===== src/rtl/imem_loader.sv =====
// Boot-time instruction memory loader: parses MAGIC/LEN/data frames from a byte stream
// and issues one write per little-endian word. Optional checksum: IMEM_LOADER_CSUM_EN.
module imem_loader #(
    parameter int unsigned BASE_WORD = 0,
    parameter int unsigned MAX_WORDS = 21,
    parameter logic [7:0]  MAGIC     = 8'hA5
) (
    input  logic        clk,
    input  logic        rst,
    input  logic        rx_valid,
    input  logic [7:0]  rx_data,
    output logic        rx_ready,
    output logic        wb_en,
    output logic [31:0] wb_address,
    output logic [31:0] wb_data,
    output logic        cpu_hold,
    output logic        done,
    output logic        error,
    output logic [15:0] loaded_words,
    output logic [2:0]  state_dbg
);

    // Handshake: a byte transfers on a rising edge where rx_valid & rx_ready are both 1.
    typedef enum logic [2:0] {
        S_IDLE   = 3'd0,
        S_LEN_LO = 3'd1,
        S_LEN_HI = 3'd2,
        S_DATA   = 3'd3,
        S_CSUM   = 3'd4,
        S_FIN    = 3'd5,
        S_ERR    = 3'd6
    } state_t;

`ifdef IMEM_LOADER_CSUM_EN
    localparam state_t AFTER_DATA = S_CSUM;
`else
    localparam state_t AFTER_DATA = S_FIN;
`endif

    state_t      state, next_state;
    logic        accept;
    logic [15:0] len_q;
    logic [15:0] hdr_len;
    logic [15:0] word_cnt;
    logic [1:0]  byte_idx;
    logic [23:0] part_q;
    logic        last_word;

    assign accept    = rx_valid & rx_ready;
    assign hdr_len   = {rx_data, len_q[7:0]};
    assign last_word = ((word_cnt + 16'd1) == len_q);

`ifdef IMEM_LOADER_CSUM_EN
    logic [7:0] csum_q;
    logic [7:0] csum_sum;

    assign csum_sum = csum_q + rx_data;

    // Running 8-bit sum of every byte after MAGIC; cleared whenever IDLE takes a byte.
    always_ff @(posedge clk or negedge rst) begin
        if (!rst) begin
            csum_q <= 8'h00;
        end else if (accept) begin
            if (state == S_IDLE) csum_q <= 8'h00;
            else                 csum_q <= csum_sum;
        end
    end
`endif

    always_ff @(posedge clk or negedge rst) begin
        if (!rst) state <= S_IDLE;
        else      state <= next_state;
    end

    always_comb begin
        next_state = state;
        case (state)
            S_IDLE:   if (accept && rx_data == MAGIC) next_state = S_LEN_LO;
            S_LEN_LO: if (accept) next_state = S_LEN_HI;
            S_LEN_HI: begin
                if (accept) begin
                    if (32'(hdr_len) > MAX_WORDS) next_state = S_ERR;
                    else if (hdr_len == 16'd0)    next_state = AFTER_DATA;
                    else                          next_state = S_DATA;
                end
            end
            S_DATA:   if (accept && byte_idx == 2'd3 && last_word) next_state = AFTER_DATA;
`ifdef IMEM_LOADER_CSUM_EN
            S_CSUM:   if (accept) next_state = (csum_sum == 8'h00) ? S_FIN : S_ERR;
`endif
            S_FIN:    next_state = S_IDLE;
            S_ERR:    next_state = S_IDLE;
            default:  next_state = S_IDLE;
        endcase
    end

    always_comb begin
        rx_ready  = 1'b1;
        done      = 1'b0;
        error     = 1'b0;
        state_dbg = state;
        case (state)
            S_FIN: begin
                rx_ready = 1'b0;
                done     = 1'b1;
            end
            S_ERR: begin
                rx_ready = 1'b0;
                error    = 1'b1;
            end
            default: ;
        endcase
    end

    // Datapath: length capture, word assembly, write strobe and hold/loaded bookkeeping.
    always_ff @(posedge clk or negedge rst) begin
        if (!rst) begin
            len_q        <= 16'd0;
            word_cnt     <= 16'd0;
            byte_idx     <= 2'd0;
            part_q       <= 24'd0;
            wb_en        <= 1'b0;
            wb_address   <= 32'd0;
            wb_data      <= 32'd0;
            cpu_hold     <= 1'b0;
            loaded_words <= 16'd0;
        end else begin
            wb_en <= 1'b0;
            case (state)
                S_IDLE: begin
                    if (accept && rx_data == MAGIC) begin
                        cpu_hold <= 1'b1;
                        word_cnt <= 16'd0;
                        byte_idx <= 2'd0;
                    end
                end
                S_LEN_LO: if (accept) len_q[7:0]  <= rx_data;
                S_LEN_HI: if (accept) len_q[15:8] <= rx_data;
                S_DATA: begin
                    if (accept) begin
                        byte_idx <= byte_idx + 2'd1;
                        if (byte_idx == 2'd3) begin
                            wb_en      <= 1'b1;
                            wb_address <= BASE_WORD + 32'(word_cnt);
                            wb_data    <= {rx_data, part_q};
                            word_cnt   <= word_cnt + 16'd1;
                        end else begin
                            // Bytes enter at the top so B0 ends up in bits 7:0.
                            part_q <= {rx_data, part_q[23:8]};
                        end
                    end
                end
                default: ;
            endcase
            if (next_state == S_FIN && state != S_FIN) begin
                cpu_hold     <= 1'b0;
                loaded_words <= (state == S_LEN_HI) ? hdr_len : len_q;
            end
        end
    end

endmodule


===== config.mk =====
export PLATFORM = sky130hd
export DESIGN_NAME = imem_loader
export DESIGN_NICKNAME = d
export VERILOG_FILES = /design/src/rtl/imem_loader.sv
export SDC_FILE = /design/constraint.sdc
export NUM_CORES = 1
export LEC_CHECK = 0
export BUFFER_PORTS_ARGS = -buffer_cell sky130_fd_sc_hd__buf_2
export CAP_MARGIN = 15
export CORE_ASPECT_RATIO = 1.1
export CORE_MARGIN = 3
export CORE_UTILIZATION = 30
export CTS_BUF_LIST = sky130_fd_sc_hd__clkbuf_4 sky130_fd_sc_hd__clkbuf_8 sky130_fd_sc_hd__clkbuf_16
export CTS_CLUSTER_SIZE = 16
export DETAILED_ROUTE_END_ITERATION = 8
export PLACE_DENSITY = 0.48
export SLEW_MARGIN = 15
export SYNTH_ARGS = -nofsm -noshare
export SYNTH_HDL_FRONTEND = slang
export SYNTH_SLANG_ARGS = --single-unit

===== constraint.sdc =====
create_clock -name clk -period 6.8 [get_ports clk]
set_input_delay 0.34 -clock clk [delete_from_list [all_inputs] [get_ports clk]]
set_output_delay 0.34 -clock clk [all_outputs]
set_load 0.03 [all_outputs]

======== Word level (Yosys, flattened, before mapping) ========
Index checks and enable logic that the tools add are counted.
word-level totals
  word-level logic and storage cells ...... 70
  output and inout port bits .............. 88
  input bits .............................. 11
  register bits after elaboration ......... 127
operators by class
  reductions and logical operators ........ 17
  $lt $le $gt $ge ......................... 1
  bitwise operators ....................... 2
  add/sub/neg operators ................... 2
  equal/unequal tests ..................... 13
  multiplexer cells ....................... 24
operators by type and width
  operator                                                               number
  16-bit two-way mux                                                     4
  16-bit one-hot mux with 2 select lines                                 1
  3-bit two-way mux                                                      6
  16-bit by 1-bit adder with 16-bit output, second input constant        1
  16-bit == test                                                         1
  16-bit by 5-bit > comparator with 1-bit output, second input constant  1
  16-bit zero test                                                       1
  3-bit one-hot mux with 4 select lines                                  1
  3-bit == test, second input constant                                   3
  1-bit two-way mux                                                      9
  3-bit AND reduction                                                    3
  8-bit == test, second input constant                                   1
  3-bit by 2-bit == test with 1-bit output, second input constant        2
  2-bit != test, second input constant                                   3
  2-bit AND reduction                                                    3
  2-bit nonzero test                                                     3
  1-bit logical AND                                                      4
  2-bit two-way mux                                                      2
  2-bit one-hot mux with 2 select lines                                  1
  4-bit AND reduction                                                    1
  3-bit by 1-bit == test with 1-bit output, second input constant        1
  3-bit zero test                                                        1
  3-bit != test, second input constant                                   1
  2-bit by 1-bit adder with 2-bit output, second input constant          1
  4 further kinds                                                        4

======== Logic depth before layout (Yosys ltp) ========
  depth after elaboration ................. 12
  gate-level depth with buffers ........... 12
  depth with buffers taken out ............ 8

======== Least setup slack after synthesis ========
Ideal clock, no wire load.
  path type ............................... flip-flop to flip-flop
  from .................................... register word_cnt[0]
  to ...................................... register loaded_words[10]
  slack ................................... 4,088 ps
  arrival time ............................ 2,626 ps
  buffers on the path ..................... 3
  period minus slack after synthesis ...... 2,712 ps
  library setup time ...................... 87 ps
  required time ........................... 6,713 ps
  stages on the path, launching flop included .. 11
  cell sequence ........................... dfrtp_1 -> nand4_1 -> nor4_1 -> xnor2_1 -> nand2_1 -> or4_4 -> buf_6 -> or2_1 -> buf_6 -> buf_6 -> o211ai_1
between the ends
  cells in the longest elaborated chain, start to end .. 7
ends and longest elaborated chain
  item                                      RTL line  text
  start: declaration                        44        logic [15:0] word_cnt;
  start signal: assignment                  146       word_cnt <= word_cnt + 16'd1;
  16-bit by 1-bit adder with 16-bit output  51        assign last_word = ((word_cnt + 16'd1) == len_q);
  16-bit == test                            51
  1-bit logical AND                         87        S_DATA: if (accept && byte_idx == 2'd3 && last_word) next_state = AFTER_DATA;
  3-bit two-way mux                         87
  3-bit one-hot mux with 4 select lines     77        case (state)
  3-bit == test                             155       if (next_state == S_FIN && state != S_FIN) begin
  1-bit logical AND                         155
  end signal: assignment                    157       loaded_words <= (state == S_LEN_HI) ? hdr_len : len_q;
  end: declaration                          19        output logic [15:0] loaded_words,
No other way between the ends.
A chain may end at the register's enable or synchronous reset.

======== Worst setup path in the final report ========
  from .................................... register word_cnt[0]
  to ...................................... register loaded_words[5]
Same word-level chain as after synthesis.

==> results.yml <==
global_route:
  overflow: 0
  grtUsageTotal_pct: 15.2
  antenna_found_initial: 0
  grt_pass1_vias: 4911
  grt_pass1_wl_mm: 26.4
  grt_start_max_net_pins: 81
place:
  dp_hpwl_mm: 10.8
  pre_cts_slack_ns: 3.17
  gp_congestion: 0.853
  io_buffers: 82
  placed_area_um2: 6500
power:
  ir_worst_vdd_mv: 0.252
  p_seq_share_pct: 42.2
  clockPowerShare_pct: 50.3
  powerDensity_nw_per_um2: 279
  p_int_mw: 1.51
  switchingPower_mw: 0.489
  sw_frac_of_total_pct: 24.4
  p_leak_nw: 3.62
  power.total_mw: 2.00
  p_comb_share_pct: 7.5
setup_path:
  path_class: "reg2reg"
  crit_path_end_kind: "flip-flop"
  critPathMaxFanout: 18
  crit_arrival_ns: 4.00
  r2r_setup_slack_ns: 3.11
  setup.worst_path.start_class: "flip-flop"
  critPathRequiredTime_ns: 7.11
cts:
  cts_buffer_depth: 2
  cts_resized: 0
  h-tree-depth: 4
  clk_latency_ns: 0.42
  postCtsSetupRepairBufs: 0
  root_buffer: "clkbuf_16"
  clkTransAtPathRegs_ns: 0.06
  postCtsHoldBufs: 1
  numCtsBuffers: 17
  tritoncts: "built"
  cts_sinks: 127
floorplan:
  die_h_um: 154
  core.rowCount: 53
  start_util_pct: 31.0
  io_pins: 99
  core-area_um2: 19400
  fp.dieW_um: 141
  die_area_um2: 21700
logic_synthesis:
  synth.top_cell.area_share_pct: 53.0
  yosys.cell_count.top_type: "nand2_1"
  ys_async_sr_fraction_pct: 100
  synth_top_area_cell: "dfrtp_1"
  ys_types: 57
  synth_ff_type: "dfrtp_1"
  yosysWarningCount: 0
  synth.cells.most_frequent: "184 x nand2_1, 127 x dfrtp_1, 31 x mux2_2"
  synth_edf_count: 0
  syn_area_um2: 5990
  postSynthAreaPerCell_um2: 9.94
  ys_seq_area_share_pct: 53.0
  ys_top_cells_by_area: "dfrtp_1 53%, nand2_1 12%, mux2_2 5.8%, o21ai_0 2.3%, xnor2_1 2.3%"
  synth_seq_cells: 127
  synth_cells: 603
detailed_routing:
  drc: 0
  drt_iter0_drc: 340
  dr.pass1.iters: 5
  routedWlPerCell_um: 17.3
  wl_mm: 16.0
  viasPerCell: 5.03
  ant_nets: 0
  via_count: 4672
sta:
  setup_slack_ns: 3.11
  fin_crit_ns: 3.69
  final_hold_viol_count: 0
  finalSetupViolations: 0
  rsz0062_at_grt: "no"
  period_share_pct: 54.3
  relSlewSlack_pct: 33.4
  slew_viol_final: 0
  setup_tns_ns: 0
  fin_skew_ns: 0.00526
  clock.fmax_mhz: 271
  worstMarginPinSlew_ns: 0.998
cells_and_area:
  postLayoutCoreUtil_pct: 37.0
  nets: 682
  design_area_um2: 7170
  diodes: 0
  syn2layout_area_growth_pct: 19.5
  n_fill_cell: 1971
  drive_above_1_share_pct: 23.8
  multi_input_area_um2: 2530
  seq_area_um2: 3180
outcome:
  status: "completed"
worst_hold_path:
  hold_class: "in2reg"
flow_run:
  drv_cap: 0
-- critical path: stages (launching register included) --
cell	delay, ns
dfrtp_1	0.48
ha_1	0.29
nand3_1	0.24
nor4_2	0.44
xnor2_1	0.11
nor4_1	0.28
nand4_1	0.70
or2_1	0.73
o311ai_1	0.31
-- power groups by stage --
stage	sequential (mW)	combinational, mW	clock (mW)
after detailed placement	0.857	0.150	0
after floorplan	0.828	0.118	0
after global placement	0.857	0.146	0
final	0.844	0.150	1.01
after CTS	0.844	0.152	1.03
after global routing	0.848	0.168	1.07
-- final timing paths --
check,from,cells past startpoint,to
min in group asynchronous,rst,2,loaded_words[6]
worst min register to register,wb_data[28],2,wb_data[28]
worst max register to register,word_cnt[0],8,loaded_words[5]
worst max-delay path,word_cnt[0],8,loaded_words[5]
max in group asynchronous,rst,3,wb_data[31]
worst min-delay path,rx_data[3],3,wb_data[27]
-- per-stage QoR --
stage               hold WS [ns]  cells
finish                     0.187    929
global route               0.200    929
detailed placement         0.403    896
CTS                        0.175    929
floorplan                 0.0444    618
global placement           0.393    896
-- layout make-up --
cell class / instances / share of cell area [%]
clock buffers: 19 / 6.23
inverters: 7 / 0.367
multi-input cells: 428 / 35.4
flip-flops and latches: 127 / 44.4
repair buffers: 88 / 6.43
well taps: 247 / 4.31
clock inverters: 13 / 2.93
-- kinds of logic (layout without fill, tap and decap cells) --
family / count (synthesis) / count (layout) / synth area share [%]
mux: 31 / 31 / 5.82
xor+xnor: 22 / 22 / 3.21
simple gates: 255 / 255 / 19.7
buf+inv: 63 / 127 / 5.76
flops: 127 / 127 / 53.0
fa+ha+maj: 2 / 2 / 0.417
other cells: 1 / 16 / 0.0626
compound gates: 102 / 102 / 12.0
-- layer usage --
layer | vias to the layer above | routed length (um) | track usage (%)
li1 | 2195 | - | -
met1 | 2314 | 7210 | 19.5
met2 | 138 | 7620 | 24.2
met3 | 25 | 822 | 4.39
met4 | 0 | 377 | 5.77
met5 | - | 0 | 0
-- state kept, by name (all words and copies together) (netlist names) --
name          cells
word_cnt         16
len_q            16
loaded_words     16
wb_address       16
cpu_hold          1
wb_data          32
state_dbg         3
part_q           24
byte_idx          2
wb_en             1
-- layout by cell type, fill, tap and decap left out, types with 3 or more instances in the layout --
cell	n
a21oi_1	9
a22o_1	9
a31oi_1	3
and2_1	3
and3b_1	3
buf_2	81
buf_4	6
bufinv_16	5
clkbuf_16	17
clkinv_4	3
conb_1	16
dfrtp_1	127
inv_1	6
mux2_2	31
nand2_1	183
nand3_1	8
nand4_1	7
nand4b_1	8
nor2_1	14
nor4_1	3
o211ai_1	15
o21ai_0	28
o22ai_1	3
o311ai_0	7
o311ai_1	10
o41ai_1	3
xnor2_1	16
xor2_1	6
Note: power is estimated with default switching activity, not from simulation.
